[config.mk]
export PLATFORM = sky130hd
export DESIGN_NAME = uart_rx_frame_ctrl
export DESIGN_NICKNAME = d
export VERILOG_FILES = /design/src/rtl/uart_rx_frame_ctrl.sv
export SDC_FILE = /design/constraint.sdc
export NUM_CORES = 1
export LEC_CHECK = 0
export ABC_AREA = 1
export BUFFER_PORTS_ARGS = -buffer_cell sky130_fd_sc_hd__buf_2
export CORE_UTILIZATION = 27
export DETAILED_ROUTE_END_ITERATION = 7
export GPL_ROUTABILITY_DRIVEN = 0
export SLEW_MARGIN = 10
export SYNTH_ARGS = -nofsm -noshare
export SYNTH_HDL_FRONTEND = slang
export SYNTH_SLANG_ARGS = --single-unit
[constraint.sdc]
create_clock -name clk -period 1.8 [get_ports clk]
set_input_delay 0.18 -clock clk [delete_from_list [all_inputs] [get_ports clk]]
set_output_delay 0.18 -clock clk [all_outputs]
set_load 0.03 [all_outputs]
[src/rtl/uart_rx_frame_ctrl.sv]
// UART receive framer: hunts for a SYNC byte, collects LEN + payload + XOR checksum into a
// local buffer, and streams the payload out over valid/ready only once the checksum matches.
module uart_rx_frame_ctrl #(
    parameter int unsigned MAX_LEN      = 16,
    parameter logic [7:0]  SYNC_BYTE    = 8'hA5,
    parameter int unsigned TIMEOUT_CLKS = 1024
) (
    input  logic       clk,
    input  logic       rst,
    input  logic       rx_rdy,
    input  logic [7:0] rx_data,
    output logic [7:0] out_data,
    output logic       out_valid,
    input  logic       out_ready,
    output logic       out_last,
    output logic [7:0] frame_len,
    output logic       frame_ok,
    output logic       err_chk,
    output logic       err_len,
    output logic       err_tmo,
    output logic       err_ovr,
    output logic       busy
);

    localparam int unsigned     IdxW    = (MAX_LEN > 1) ? $clog2(MAX_LEN) : 1;
    localparam int unsigned     GapW    = $clog2(TIMEOUT_CLKS);
    localparam logic [GapW-1:0] GapLast = GapW'(TIMEOUT_CLKS - 1);
    localparam logic [GapW-1:0] GapOne  = GapW'(1);
    localparam logic [7:0]      MaxLen  = 8'(MAX_LEN);

    typedef enum logic [2:0] {
        StHunt,
        StLen,
        StPayload,
        StChk,
        StDrain
    } state_e;

    state_e          state_q;
    logic [7:0]      len_q;
    logic [7:0]      chk_q;
    logic [7:0]      idx_q;
    logic [7:0]      rd_q;
    logic [7:0]      rd_nxt;
    logic [GapW-1:0] gap_q;
    logic            gap_hit;
    logic [7:0]      buf_q [MAX_LEN];

    assign rd_nxt  = rd_q + 8'd1;
    // Idle cycle that would be the TIMEOUT_CLKS-th since the last byte.
    assign gap_hit = (gap_q == GapLast);
    assign busy    = (state_q != StHunt);

    // Frame FSM with registered stream outputs and single-cycle status pulses.
    always_ff @(posedge clk) begin
        if (!rst) begin
            state_q   <= StHunt;
            len_q     <= 8'h00;
            chk_q     <= 8'h00;
            idx_q     <= 8'h00;
            rd_q      <= 8'h00;
            gap_q     <= '0;
            out_data  <= 8'h00;
            out_valid <= 1'b0;
            out_last  <= 1'b0;
            frame_len <= 8'h00;
            frame_ok  <= 1'b0;
            err_chk   <= 1'b0;
            err_len   <= 1'b0;
            err_tmo   <= 1'b0;
            err_ovr   <= 1'b0;
        end else begin
            frame_ok <= 1'b0;
            err_chk  <= 1'b0;
            err_len  <= 1'b0;
            err_tmo  <= 1'b0;
            err_ovr  <= 1'b0;
            unique case (state_q)
                StHunt: begin
                    if (rx_rdy && rx_data == SYNC_BYTE) begin
                        state_q <= StLen;
                        gap_q   <= '0;
                    end
                end
                StLen: begin
                    if (rx_rdy) begin
                        gap_q <= '0;
                        if (rx_data == 8'h00 || rx_data > MaxLen) begin
                            err_len <= 1'b1;
                            state_q <= StHunt;
                        end else begin
                            len_q   <= rx_data;
                            chk_q   <= rx_data;
                            idx_q   <= 8'h00;
                            state_q <= StPayload;
                        end
                    end else if (gap_hit) begin
                        err_tmo <= 1'b1;
                        state_q <= StHunt;
                    end else begin
                        gap_q <= gap_q + GapOne;
                    end
                end
                StPayload: begin
                    if (rx_rdy) begin
                        gap_q                  <= '0;
                        buf_q[idx_q[IdxW-1:0]] <= rx_data;
                        chk_q                  <= chk_q ^ rx_data;
                        if (idx_q == len_q - 8'd1) begin
                            state_q <= StChk;
                        end else begin
                            idx_q <= idx_q + 8'd1;
                        end
                    end else if (gap_hit) begin
                        err_tmo <= 1'b1;
                        state_q <= StHunt;
                    end else begin
                        gap_q <= gap_q + GapOne;
                    end
                end
                StChk: begin
                    if (rx_rdy) begin
                        gap_q <= '0;
                        if (rx_data == chk_q) begin
                            // Preload the first byte so out_valid rises with frame_ok.
                            frame_ok  <= 1'b1;
                            frame_len <= len_q;
                            out_valid <= 1'b1;
                            out_data  <= buf_q[0];
                            out_last  <= (len_q == 8'd1);
                            rd_q      <= 8'h00;
                            state_q   <= StDrain;
                        end else begin
                            err_chk <= 1'b1;
                            state_q <= StHunt;
                        end
                    end else if (gap_hit) begin
                        err_tmo <= 1'b1;
                        state_q <= StHunt;
                    end else begin
                        gap_q <= gap_q + GapOne;
                    end
                end
                StDrain: begin
                    // Buffer is busy draining; any incoming byte is lost.
                    if (rx_rdy) begin
                        err_ovr <= 1'b1;
                    end
                    if (out_ready) begin
                        if (out_last) begin
                            out_valid <= 1'b0;
                            out_data  <= 8'h00;
                            out_last  <= 1'b0;
                            state_q   <= StHunt;
                        end else begin
                            rd_q     <= rd_nxt;
                            out_data <= buf_q[rd_nxt[IdxW-1:0]];
                            out_last <= (rd_nxt == len_q - 8'd1);
                        end
                    end
                end
                default: state_q <= StHunt;
            endcase
        end
    end

endmodule

; ---- Word level (Yosys, flattened, before mapping)
; Memory sizes are Yosys's and may differ from the RTL's.
; Cells that the tools add are included.
[totals]
reg_bits = 68
ramBits = 128
in_bits = 12
wordCells = 121
n_memories = 1
[classes]
addsub = 4
magnitude_cmp = 1
n_eq_ne = 22
n_mux = 52
bitwise = 4
reduce_logical = 22
[mem_list]
columns = name, words, width, rd, rd_ports_with_merged_regs, wr, line_no
row1 = buf_q, 16, 8, 2, 0, 1, 47  ; logic [7:0] buf_q [MAX_LEN];
[ops]
columns = op, n
row1 = $mux 8, 15
row2 = $pmux 8 s2, 4
row3 = $mux 10, 3
row4 = $mux 3, 9
row5 = $eq 8x8->1, 3
row6 = $ne 2x2->1 const B, 10
row7 = $pmux 10 s2, 1
row8 = $add 8x1->8 const B, 2
row9 = $mux 1, 16
row10 = $pmux 3 s5, 1
row11 = $reduce_and 3->1, 5
row12 = $reduce_and 5->1, 3
row13 = $reduce_and 4->1, 3
row14 = $add 10x1->10 const B, 1
row15 = $eq 10x10->1 const B, 1
row16 = $eq 8x1->1 const B, 1
row17 = $eq 8x8->1 const B, 1
row18 = $gt 8x5->1 const B, 1
row19 = $logic_not 8->1, 1
row20 = $sub 8x1->8 const B, 1
row21 = $xor 8x8->8, 1
row22 = $eq 3x2->1 const B, 2
row23 = $ne 3x3->1 const B, 2
row24 = $reduce_bool 2->1, 3
row25 = other kinds (11), 15

; ---- Longest topological paths before layout
; Gate-level depths: netlist (run 1).
[depth]
ltp_word = 5
depth_mapped = 14

; ---- Worst setup path before layout (run 1)
; Ideal clock, no wire load.
[synth_path]
path_kind = register to register
from = reg state_q[2]
to = mem buf_q[0][0] (enable)
setup_time_ps = 370
arrival_time_ps = 1492
path_slack_ps = -63
path_stages_with_launch = 8
path_buffers = 0
synth_period_minus_slack_ps = 1863
cell_sequence = dfxtp_1 -> nor2_1 -> nand2_1 -> nor2_1 -> inv_1 -> nor2_1 -> nand2_1 -> nor2_1
[synth_via]
elab_chain_len = 4
[synth_rtl]
columns = item, line_no
row1 = start: declaration, 39  ; state_e state_q;
row2 = start signal: assignment, 57  ; state_q <= StHunt;
row3 = start signal: assignment, 81  ; state_q <= StLen;
row4 = start signal: assignment, 90  ; state_q <= StHunt;
row5 = $eq 3x2->1, 78  ; unique case (state_q)
row6 = $mux 1, 78
row7 = $mux 1, 56  ; if (!rst) begin
row8 = $mux 1 (not written as such), 107  ; buf_q[idx_q[IdxW-1:0]] <= rx_data;
row9 = end: declaration, 47
; Every way passes these cells.

; ---- Worst setup path after layout (run 1)
[layout_path]
from = reg chk_q[6]
to = reg frame_len[6]
[layout_via]
elab_chain_len = 2
[layout_rtl]
columns = item, line_no
row1 = start: declaration, 41  ; logic [7:0] chk_q;
row2 = start signal: assignment, 93  ; chk_q <= rx_data;
row3 = start signal: assignment, 108  ; chk_q <= chk_q ^ rx_data;
row4 = $eq 8x8->1, 124  ; if (rx_data == chk_q) begin
row5 = $reduce_and 3->1 (no source line), --
row6 = end signal: assignment, 127  ; frame_len <= len_q;
row7 = end: declaration, 16  ; output logic [7:0] frame_len,
; Every way passes these cells.
; A chain may end at the register's enable or synchronous reset.

==> reports/qor.csv, run 1 <==
stage;metric;value;unit
outcome;status;complete, no violations;
synth;synthesized area;0.00881;mm^2
worst_setup_path;crit path capture;frame_len[6]$_SDFFE_PN0P_;
synth;Syn Nets;919;
timing;clock period minus worst slack;1770;ps
drt;Detailed Route WL;24200;um
synth;multiplexer share of the synthesized area;1.82;%
global_routing;largest net degree at the start of global routing;36;
placement;placed cell areas;0.0100;mm^2
timing;final setup fails;0;
power;pwr/cell area;803;mW/mm^2
synth;#FFs+latches synth;196;
synth;share of the synthesized area in the top cell type;43.6;%
timing;max_slew headroom;70.5;%
synth;post-synthesis async set-or-reset flop share;0;%
timing;TNS Setup;0;ps
worst_setup_path;source of the critical timing path;chk_q[6]$_SDFFE_PN0P_;
floorplanning;chip height;183;um
worst_setup_path;reg2reg setup slack;30;ps
synth;main combinational cell family by area after synthesis;simple AND/OR/NAND/NOR gates;
synth;post-synthesis compound-gate area fraction;12.1;%
synth;Syn Area/Cell;9.80;um^2
run;Max Cap Viol;0;
finish;Non-Filler Cell Area, Final;0.0112;mm^2
finish;share of layout cells above drive strength 1;25.7;%
finish;Final Util;35.1;%
hold_path;Hold Path Class;in -> reg;
worst_setup_path;Crit path arrival time;2090;ps
global_routing;all-layer global routing usage;14.7;%
floorplanning;# rows;65;
global_routing;vias in the first global route;6577;
drt;Detailed Route Iter0 Violations;635;
timing;FMAX;564;MHz
synth;Synth Area in Adders;1.14;%
synth;Netlist cell types;42;
floorplanning;Ports;36;
drt;drt drc;0;
floorplanning;Starting Density;27.7;%
timing;Final Hold Vio Count;0;
timing;unrepaired setup endpoints after global routing;true;
synth;yosys warns;0;
worst_setup_path;worst-case reg-to-reg path depth;10;
placement;PortBufs;35;
clocking;clock sinks;196;
synth;EDFF count, synth;128;
clocking;Longest Clk Path Bufs;2;
drt;number of iterations in the first detailed-routing pass;5;
synth;Main synth FF type;edfxtp_1;
global_routing;initial antenna violation count;0;
placement;dpl hpwl;16300;um
finish;Antenna Diode Count;0;
power;Static Leakage;4.02;nW
timing;Slew Limit Fails;0;
worst_setup_path;Worst R2R Start;chk_q[6]$_SDFFE_PN0P_;
clocking;CTS Buf Count;17;
finish;synth-to-layout area growth;26.5;%
worst_setup_path;Setup Crit Path Kind;reg -> reg;
power;worst vdd ir;0.598;mV
worst_setup_path;reg2reg end;frame_len[6]$_SDFFE_PN0P_;
clocking;Clock transition at path regs;80;ps
synth;cell taking the most area after synthesis;edfxtp_1;
floorplanning;Core Area;0.0318;mm^2
worst_setup_path;Worst Path Max Fanout;9;
clocking;H-tree depth;4;
synth;xor/xnor cell area share of the yosys netlist;2.65;%
clocking;TritonCTS clock tree;yes;
synth;Synth area leaders;edfxtp_1 44%, dfxtp_1 15%, nand2_1 5.6%;
floorplanning;Die Wd;183;um
synth;Syn Inst Count;899;
synth;Synth Area in Simple Gates;18.9;%
clocking;Post-CTS Hold Fix Bufs;0;
power;Overall Power;8.95;mW
timing;worst slew pin tran;443;ps
timing;clk_skew;14.9;ps
synth;most common library cells after synthesis;132 x nand2_1, 132 x nor2_1, 128 x edfxtp_1;
drt;vias per cell;4.73;
worst_setup_path;Worst setup EP type;flop;
finish;Final nets;1033;
global_routing;first-pass GRT wire length;37300;um
global_routing;GRT overflow;0;
worst_setup_path;Required @ worst endpoint;2110;ps
worst_setup_path;Startpoint Class;flop;
drt;Antenna Nets Post-Route;0;
floorplanning;die footprint;0.0334;mm^2
drt;routed len/inst;16.5;um
drt;via count;6911;
clocking;root buf cell;clkbuf_16;
timing;fin crit share;98.5;%
synth;sequential element share of the synthesized area;59.1;%
clocking;Clock Latency Late Sink;450;ps
[critical path, cell delays in order (launching register included)]
cell	delay, ps
dfxtp_2	340
xnor2_2	170
nand2_1	70
nor2_1	120
nand3b_1	170
buf_6	170
nor3_4	250
buf_6	180
inv_8	50
nand2_1	50
a21oi_1	50
[registers in the layout, indices dropped and copies added (netlist names), 3 cells and up]
signal,count
out_data,8
state_q,3
len_q,8
buf_q,128
gap_q,10
chk_q,8
idx_q,8
frame_len,8
rd_q,8
[what timing repair did]
action / in CTS / in global routing
endpoints found under the setup margin: 27 / 167
setup buffers: 0 / 8
endpoints found under the hold margin: 0 / 0
pin swaps: 4 / 30
cloned: 4 / 2
gates resized for setup: 14 / 97
[cell families (layout without fill, tap and decap cells)]
group | after synthesis | in the layout
simple gates | 376 | 377
flops | 196 | 196
compound gates | 183 | 183
buf+inv | 95 | 221
xor+xnor | 25 | 25
mux | 16 | 16
fa+ha+maj | 8 | 8
[how the worst min path moves through the flow]
| stage | start | to | slack, ps | depth (start not counted) |
|---|---|---|---|---|
| 5_1_grt | rx_data[4] | buf_q[5][4]$_DFFE_PP_ | 180 | 2 |
| 3_3_place_gp | gap_q[4]$_SDFFE_PN0P_ | gap_q[4]$_SDFFE_PN0P_ | 450 | 2 |
| 6_report | rx_data[0] | chk_q[0]$_SDFFE_PN0P_ | 180 | 5 |
| 3_5_place_dp | gap_q[4]$_SDFFE_PN0P_ | gap_q[4]$_SDFFE_PN0P_ | 450 | 2 |
| 4_1_cts | rx_data[5] | chk_q[5]$_SDFFE_PN0P_ | 160 | 5 |
| 2_1_floorplan | rx_data[0] | buf_q[0][0]$_DFFE_PP_ | 280 | 0 |
[per-layer routing]
metal	up-vias	part of all wire [%]	track usage [%]
met2	188	47	23.2
met1	3315	46	20.0
met5	-	0	0
met4	0	2.0	5.18
li1	3382	-	-
met3	26	5.2	2.89
[layout make-up]
cell class,count,area (um^2)
Sequential cell,196,5220
Tap cell,435,544
Clock buffer,17,425
Fill cell,3159,20600
Timing Repair Buffer,127,996
Inverter,61,240
Multi-Input combinational cell,609,3510
Timing Repair inverter,1,7.51
Clock inverter,15,208
[report_power, final]
group,leakage [nW],internal [mW],switching (mW)
clock,0.302,1.95,2.03
combinational,2.01,0.0586,0.144
sequential,1.70,4.77,0.000169
total,4.02,6.78,2.17
[cell usage in the layout, fill, tap and decap left out, drive strengths merged, types with 2 or more instances in the layout]
master,n
nand3b,4
edfxtp,128
clkinv,6
nand3,61
o211ai,18
o221ai,16
xor2,17
dfxtp,68
nor3,14
buf,126
xnor2,8
o22ai,2
a21oi,58
nand2,138
nor2,143
inv,68
nand4,14
mux2i,16
nor4,2
clkbuf,18
clkinvlp,3
a211oi,6
ha,8
o21ai,79
[stage by stage]
stage,setup WS (ps),cells,hold WS (ps)
after floorplan,-62.6,899,279
after global placement,-87.4,1416,446
after detailed placement,-74.8,1416,449
after CTS,-7.24,1452,160
after global routing,-92.3,1461,181
final,26.7,1461,180
Power figures use the tool's default switching activity.
==> run 2, diff against run 1 <==
--- a/config.mk
+++ b/config.mk
@@ -7,7 +7,7 @@
 export LEC_CHECK = 0
 export ABC_AREA = 1
 export BUFFER_PORTS_ARGS = -buffer_cell sky130_fd_sc_hd__buf_2
-export CORE_UTILIZATION = 27
+export CORE_UTILIZATION = 30
 export DETAILED_ROUTE_END_ITERATION = 7
 export GPL_ROUTABILITY_DRIVEN = 0
 export SLEW_MARGIN = 10
==> constraint.sdc (replaced) <==
create_clock -name clk -period 1.8 [get_ports clk]
set_input_delay 0.18 -clock clk [delete_from_list [all_inputs] [get_ports clk]]
set_output_delay 0.18 -clock clk [all_outputs]
set_load 0.1 [all_outputs]
==> reports/qor.csv, run 2 (synthesized netlist as in run 1, its figures left out) <==
stage;metric;value;unit
worst_setup_path;Critical Path Stages;12;
clocking;Longest Clk Path Bufs;2;
worst_setup_path;worst-case reg-to-reg path depth;12;
timing;final setup fails;0;
global_routing;GRT overflow;0;
floorplanning;Die Wd;173;um
clocking;Clock transition at path regs;70;ps
finish;Antenna Diode Count;0;
global_routing;first-pass GRT wire length;36600;um
placement;Post-Place Cells;1366;
timing;fin crit share;98.3;%
hold_path;WHS Endpoint;chk_q[1]$_SDFFE_PN0P_;
finish;most common cell after layout, fill and taps aside;edfxtp_1;
drt;Detailed Route Iter0 Violations;502;
worst_setup_path;reg2reg end;idx_q[2]$_SDFFE_PN0P_;
placement;dpl hpwl;15900;um
timing;worst hold slack;86.2;ps
worst_setup_path;Worst path max stage delay;370;ps
worst_setup_path;Most common cell on crit path;nor2_4;
drt;uppermost layer routed;met4;
drt;WL met2;10900;um
floorplanning;die footprint;0.0301;mm^2
clocking;Clock Latency Late Sink;440;ps
power;pwr/cell area;807;mW/mm^2
hold_path;hold_sp;rx_data[1];
worst_setup_path;Crit path arrival time;2080;ps
worst_setup_path;Worst Path Max Fanout;4;
timing;FMAX;565;MHz
worst_setup_path;reg2reg setup slack;30;ps
clocking;clock sinks;196;
clocking;root buf cell;clkbuf_16;
drt;met3 WL;947;um
drt;drt drc;0;
clocking;CTS Buf Count;17;
finish;synth-to-layout area growth;24.5;%
global_routing;all-layer global routing usage;15.7;%
finish;Non-Filler Cell Area, Final;0.0110;mm^2
placement;placed cell areas;0.0100;mm^2
clocking;TritonCTS clock tree;yes;
clocking;H-tree depth;4;
global_routing;vias in the first global route;6605;
worst_setup_path;critical-path cell list;inv_4 > ha_4 > nand2_4 > nor2_4 > nand3_2 > nand3b_1 > nand2_2 > nor2_4 > nand3_4 > buf_6 > nand4_1 > a21oi_2;
finish;share of layout cells above drive strength 1;24.3;%
timing;TNS Setup;0;ps
timing;clk_skew;9.44;ps
outcome;status;complete, no violations;
hold_path;Worst Hold Depth;3;
timing;unrepaired setup endpoints after global routing;true;
worst_setup_path;Startpoint Class;flop;
floorplanning;# rows;62;
floorplanning;Ports;36;
worst_setup_path;Worst R2R Start;len_q[1]$_SDFFE_PN0P_;
hold_path;Hold Path Class;in -> reg;
global_routing;initial antenna violation count;0;
drt;Detailed Route WL;23100;um
global_routing;largest net degree at the start of global routing;36;
timing;Slew Limit Fails;0;
finish;commonest non-fill, non-tap cells in the layout;128 x edfxtp_1, 127 x nor2_1, 122 x nand2_1;
worst_setup_path;Worst Path Buf+Inv;2;
timing;clock period minus worst slack;1770;ps
floorplanning;Core Area;0.0288;mm^2
timing;Final Hold Vio Count;0;
worst_setup_path;Setup Crit Path Kind;reg -> reg;
placement;PortBufs;35;
worst_setup_path;Worst setup EP type;flop;
worst_setup_path;cell family with most CP delay;simple AND/OR/NAND/NOR gates;
worst_setup_path;Required @ worst endpoint;2110;ps
power;Static Leakage;3.95;nW
finish;Final Non-Filler Cells;1402;
power;worst vdd ir;0.688;mV
timing;max_slew headroom;67.4;%
drt;number of iterations in the first detailed-routing pass;5;
worst_setup_path;Critical Path Slowest Stage Cell;dfxtp_4;
finish;Final nets;1025;
placement;dpl ws;-74.9;ps
drt;via count;6797;
floorplanning;chip height;173;um
drt;vias per cell;4.85;
drt;Antenna Nets Post-Route;0;
floorplanning;Starting Density;30.6;%
drt;routed len/inst;16.5;um
run;Max Cap Viol;0;
timing;setup slack after layout;30.3;ps
finish;max FFs per register;128;
timing;worst slew pin tran;492;ps
drt;M1 WL;10800;um
-- run 2: changes by cell type in the layout (fill, tap and decap cells not counted), moves of 4 or more --
cell | before | now
o21ai_0 | 62 | 72
o21ai_1 | 15 | 6
buf_4 | 80 | 72
a21oi_1 | 46 | 52
a21oi_2 | 12 | 6
nand2_1 | 116 | 122
inv_12 | 5 | 0
inv_4 | 0 | 5
nand2_2 | 18 | 13
nand3_1 | 49 | 45
nor2_2 | 5 | 9
-- run 2: metrics by stage --
stage	utilization [%]	power, mW
floorplan	-	4.93
global placement	34.8	5.06
detailed placement	34.8	5.06
CTS	37.1	8.90
global route	38.1	9.11
finish	38.1	8.85
-- run 2: routing by layer --
layer / vias to the layer above / track usage (%)
met4: 0 / 4.02
li1: 3363 / -
met1: 3248 / 21.4
met3: 23 / 2.68
met5: - / 0
met2: 163 / 25.7
-- run 2: cell type report --
| type | count | area, um^2 |
|---|---|---|
| clock inverters | 12 | 139 |
| clock buffers | 20 | 468 |
| well taps | 384 | 480 |
| flip-flops and latches | 196 | 5230 |
| inverters | 61 | 241 |
| fillers | 2773 | 17800 |
| repair buffers | 120 | 927 |
| multi-input cells | 609 | 3490 |
-- run 2: how the worst max path moves through the flow --
stage,start,to,slack (ps)
finish,len_q[1]$_SDFFE_PN0P_,idx_q[2]$_SDFFE_PN0P_,30
global route,len_q[0]$_SDFFE_PN0P_,idx_q[0]$_SDFFE_PN0P_,-60
CTS,rd_q[0]$_SDFFE_PN0P_,out_data[4]$_SDFFE_PN0P_,3
detailed placement,len_q[1]$_SDFFE_PN0P_,state_q[1]$_SDFFE_PN0P_,-70
global placement,len_q[1]$_SDFFE_PN0P_,state_q[1]$_SDFFE_PN0P_,-10
floorplan,state_q[2]$_SDFFE_PN0P_,buf_q[0][0]$_DFFE_PP_,-60
-- run 2: what timing repair did --
item                                    CTS  global route
gates resized for setup                  10            78
hold buffers                              0             0
gates cloned                              1             0
endpoints found under the setup margin   39           169
setup buffers                             0             3
hold endpoints to repair                  0             0
pin swaps                                 7            22
-- run 2: report_power, final --
part,switching (mW),internal [mW]
Sequential,0.000189,4.77
Combinational,0.134,0.0532
Clock,1.81,2.09
-- run 2: worst register-to-register path, stage by stage, from the launching register on --
cell and delay (ps):
dfxtp_4 370, inv_4 60, ha_4 150, nand2_4 80, nor2_4 100, nand3_2 80, nand3b_1 100, nand2_2 70
nor2_4 180, nand3_4 150, buf_6 150, nand4_1 80, a21oi_2 70
==> run 3, diff against run 2 <==
--- a/config.mk
+++ b/config.mk
@@ -7,6 +7,7 @@
 export LEC_CHECK = 0
 export ABC_AREA = 1
 export BUFFER_PORTS_ARGS = -buffer_cell sky130_fd_sc_hd__buf_2
+export CORE_MARGIN = 3
 export CORE_UTILIZATION = 30
 export DETAILED_ROUTE_END_ITERATION = 7
 export GPL_ROUTABILITY_DRIVEN = 0
==> reports/qor.csv, run 3 (synthesized netlist as in run 1, its figures left out) <==
stage;metric;value;unit
outcome;status;finished, violations left;
outcome;failing checks;negative setup slack;
drt;number of iterations in the first detailed-routing pass;7;
power;worst vdd ir;0.656;mV
clocking;H-tree depth;4;
worst_setup_path;Required @ worst endpoint;2180;ps
global_routing;largest net degree at the start of global routing;36;
clocking;clock sinks;196;
worst_setup_path;worst-case reg-to-reg path depth;8;
drt;met3 WL;1350;um
timing;clk_skew;14.4;ps
finish;most common cell after layout, fill and taps aside;edfxtp_1;
drt;M1 WL;10400;um
worst_setup_path;Worst setup EP type;flop;
timing;fin crit share;101;%
placement;PortBufs;35;
worst_setup_path;crit path capture;out_data[7]$_SDFFE_PN0P_;
drt;routed len/inst;16.6;um
drt;WL met2;11100;um
worst_setup_path;Setup Crit Path Kind;reg -> reg;
timing;clock period minus worst slack;1810;ps
worst_setup_path;Critical Path Slowest Stage Cell;dfxtp_4;
clocking;Longest Clk Path Bufs;2;
drt;via count;6915;
worst_setup_path;reg2reg end;out_data[7]$_SDFFE_PN0P_;
timing;worst hold slack;119;ps
finish;max FFs per register;128;
floorplanning;Core Area;0.0289;mm^2
timing;unrepaired setup endpoints after global routing;true;
clocking;Clock transition at path regs;80;ps
power;pwr/cell area;785;mW/mm^2
hold_path;Hold Path Class;in -> reg;
worst_setup_path;Worst Path Max Fanout;6;
worst_setup_path;reg2reg setup slack;-10;ps
drt;vias per cell;4.89;
worst_setup_path;Worst R2R Start;rd_q[0]$_SDFFE_PN0P_;
worst_setup_path;Worst path max stage delay;360;ps
drt;Detailed Route WL;23400;um
finish;Final Util;38.9;%
power;Overall Power;8.82;mW
global_routing;all-layer global routing usage;14.9;%
finish;commonest non-fill, non-tap cells in the layout;128 x edfxtp_1, 123 x nor2_1, 118 x nand2_1;
global_routing;vias in the first global route;6574;
worst_setup_path;Most common cell on crit path;nand2_1;
worst_setup_path;Worst Path Buf+Inv;1;
worst_setup_path;critical-path cell list;ha_4 > buf_12 > o21ai_2 > o211ai_1 > nand3_1 > nand2_1 > nand2_1 > a21oi_1;
timing;max_slew headroom;66.6;%
run;Max Cap Viol;0;
power;Static Leakage;4.08;nW
clocking;CTS Buf Count;17;
clocking;root buf cell;clkbuf_16;
finish;Final nets;1037;
drt;uppermost layer routed;met4;
clocking;Clock Latency Late Sink;440;ps
floorplanning;chip height;177;um
floorplanning;Starting Density;30.5;%
clocking;TritonCTS clock tree;yes;
global_routing;first-pass GRT wire length;36300;um
timing;worst slew pin tran;504;ps
finish;fillers;2832;
drt;drt drc;0;
worst_setup_path;Crit path arrival time;2190;ps
timing;Slew Limit Fails;0;
finish;Antenna Diode Count;0;
placement;dpl ws;-55.7;ps
clocking;Post-CTS Hold Fix Bufs;0;
global_routing;initial antenna violation count;0;
placement;dpl hpwl;16000;um
floorplanning;# rows;62;
timing;setup slack after layout;-13.2;ps
hold_path;Worst Hold Depth;3;
drt;Detailed Route Iter0 Violations;666;
drt;Antenna Nets Post-Route;0;
finish;synth-to-layout area growth;27.5;%
global_routing;GRT overflow;0;
timing;Final Hold Vio Count;0;
timing;final setup fails;1;
timing;FMAX;551;MHz
worst_setup_path;Startpoint Class;flop;
timing;TNS Setup;-13.2;ps
worst_setup_path;source of the critical timing path;rd_q[0]$_SDFFE_PN0P_;
worst_setup_path;Critical Path Stages;8;
worst_setup_path;cell family with most CP delay;compound AO/OA/AOI/OAI gates;
floorplanning;Ports;36;
finish;share of layout cells above drive strength 1;27.9;%
floorplanning;die footprint;0.0315;mm^2
floorplanning;Die Wd;177;um
[run 3: changes by cell type in the layout (fill, tap and decap cells not counted), sizes merged]
cell      delta
buf          +9
bufinv       -1
clkinv       +2
clkinvlp     -1
inv          +3
[run 3: worst register-to-register path, delay by kind of cell, from the launching register on]
kind / cells / cell delay, ps
flops: 1 / 360
compound gates: 3 / 510
fa+ha+maj: 1 / 360
buf+inv: 1 / 150
simple gates: 3 / 380
[run 3: metal layers]
layer  vias up  global-route usage (%)
li1       3392                       -
met1      3280                    19.7
met2       209                    24.1
met3        34                    3.15
met4         0                    5.53
met5         -                       0
[run 3: per-stage QoR]
step | instances | cell area (um^2)
6_report | 1414 | 11200
5_1_grt | 1414 | 11200
4_1_cts | 1407 | 10800
3_5_place_dp | 1373 | 10100
3_3_place_gp | 1373 | 10100
2_1_floorplan | 899 | 8810
[run 3: worst min-delay path by stage]
stage,endpoint,start
after global routing,chk_q[1]$_SDFFE_PN0P_,rx_data[1]
after CTS,chk_q[1]$_SDFFE_PN0P_,rx_data[1]
after detailed placement,frame_len[6]$_SDFFE_PN0P_,frame_len[6]$_SDFFE_PN0P_
after global placement,gap_q[6]$_SDFFE_PN0P_,gap_q[6]$_SDFFE_PN0P_
final,chk_q[1]$_SDFFE_PN0P_,rx_data[1]
after floorplan,buf_q[0][0]$_DFFE_PP_,rx_data[0]
[run 3: power by group]
group	switching [mW]	internal [mW]
sequential	0.000218	4.77
clock	1.95	1.91
combinational	0.137	0.0534
[run 3: final cells by class]
| class | instances | area, um^2 | share of cell area [%] |
|---|---|---|---|
| inverter | 61 | 231 | 2.06 |
| tap | 384 | 480 | 4.28 |
| clock buffer | 17 | 425 | 3.79 |
| timing repair buffer | 132 | 1080 | 9.60 |
| clock inverter | 15 | 193 | 1.72 |
| multi-input combinational | 609 | 3600 | 32.1 |
| sequential | 196 | 5230 | 46.5 |
[run 3: what timing repair did]
action	CTS	global route
pin swaps	4	55
setup endpoints to repair	110	169
resized for setup	13	111
cloned	2	2
buffers inserted	0	6
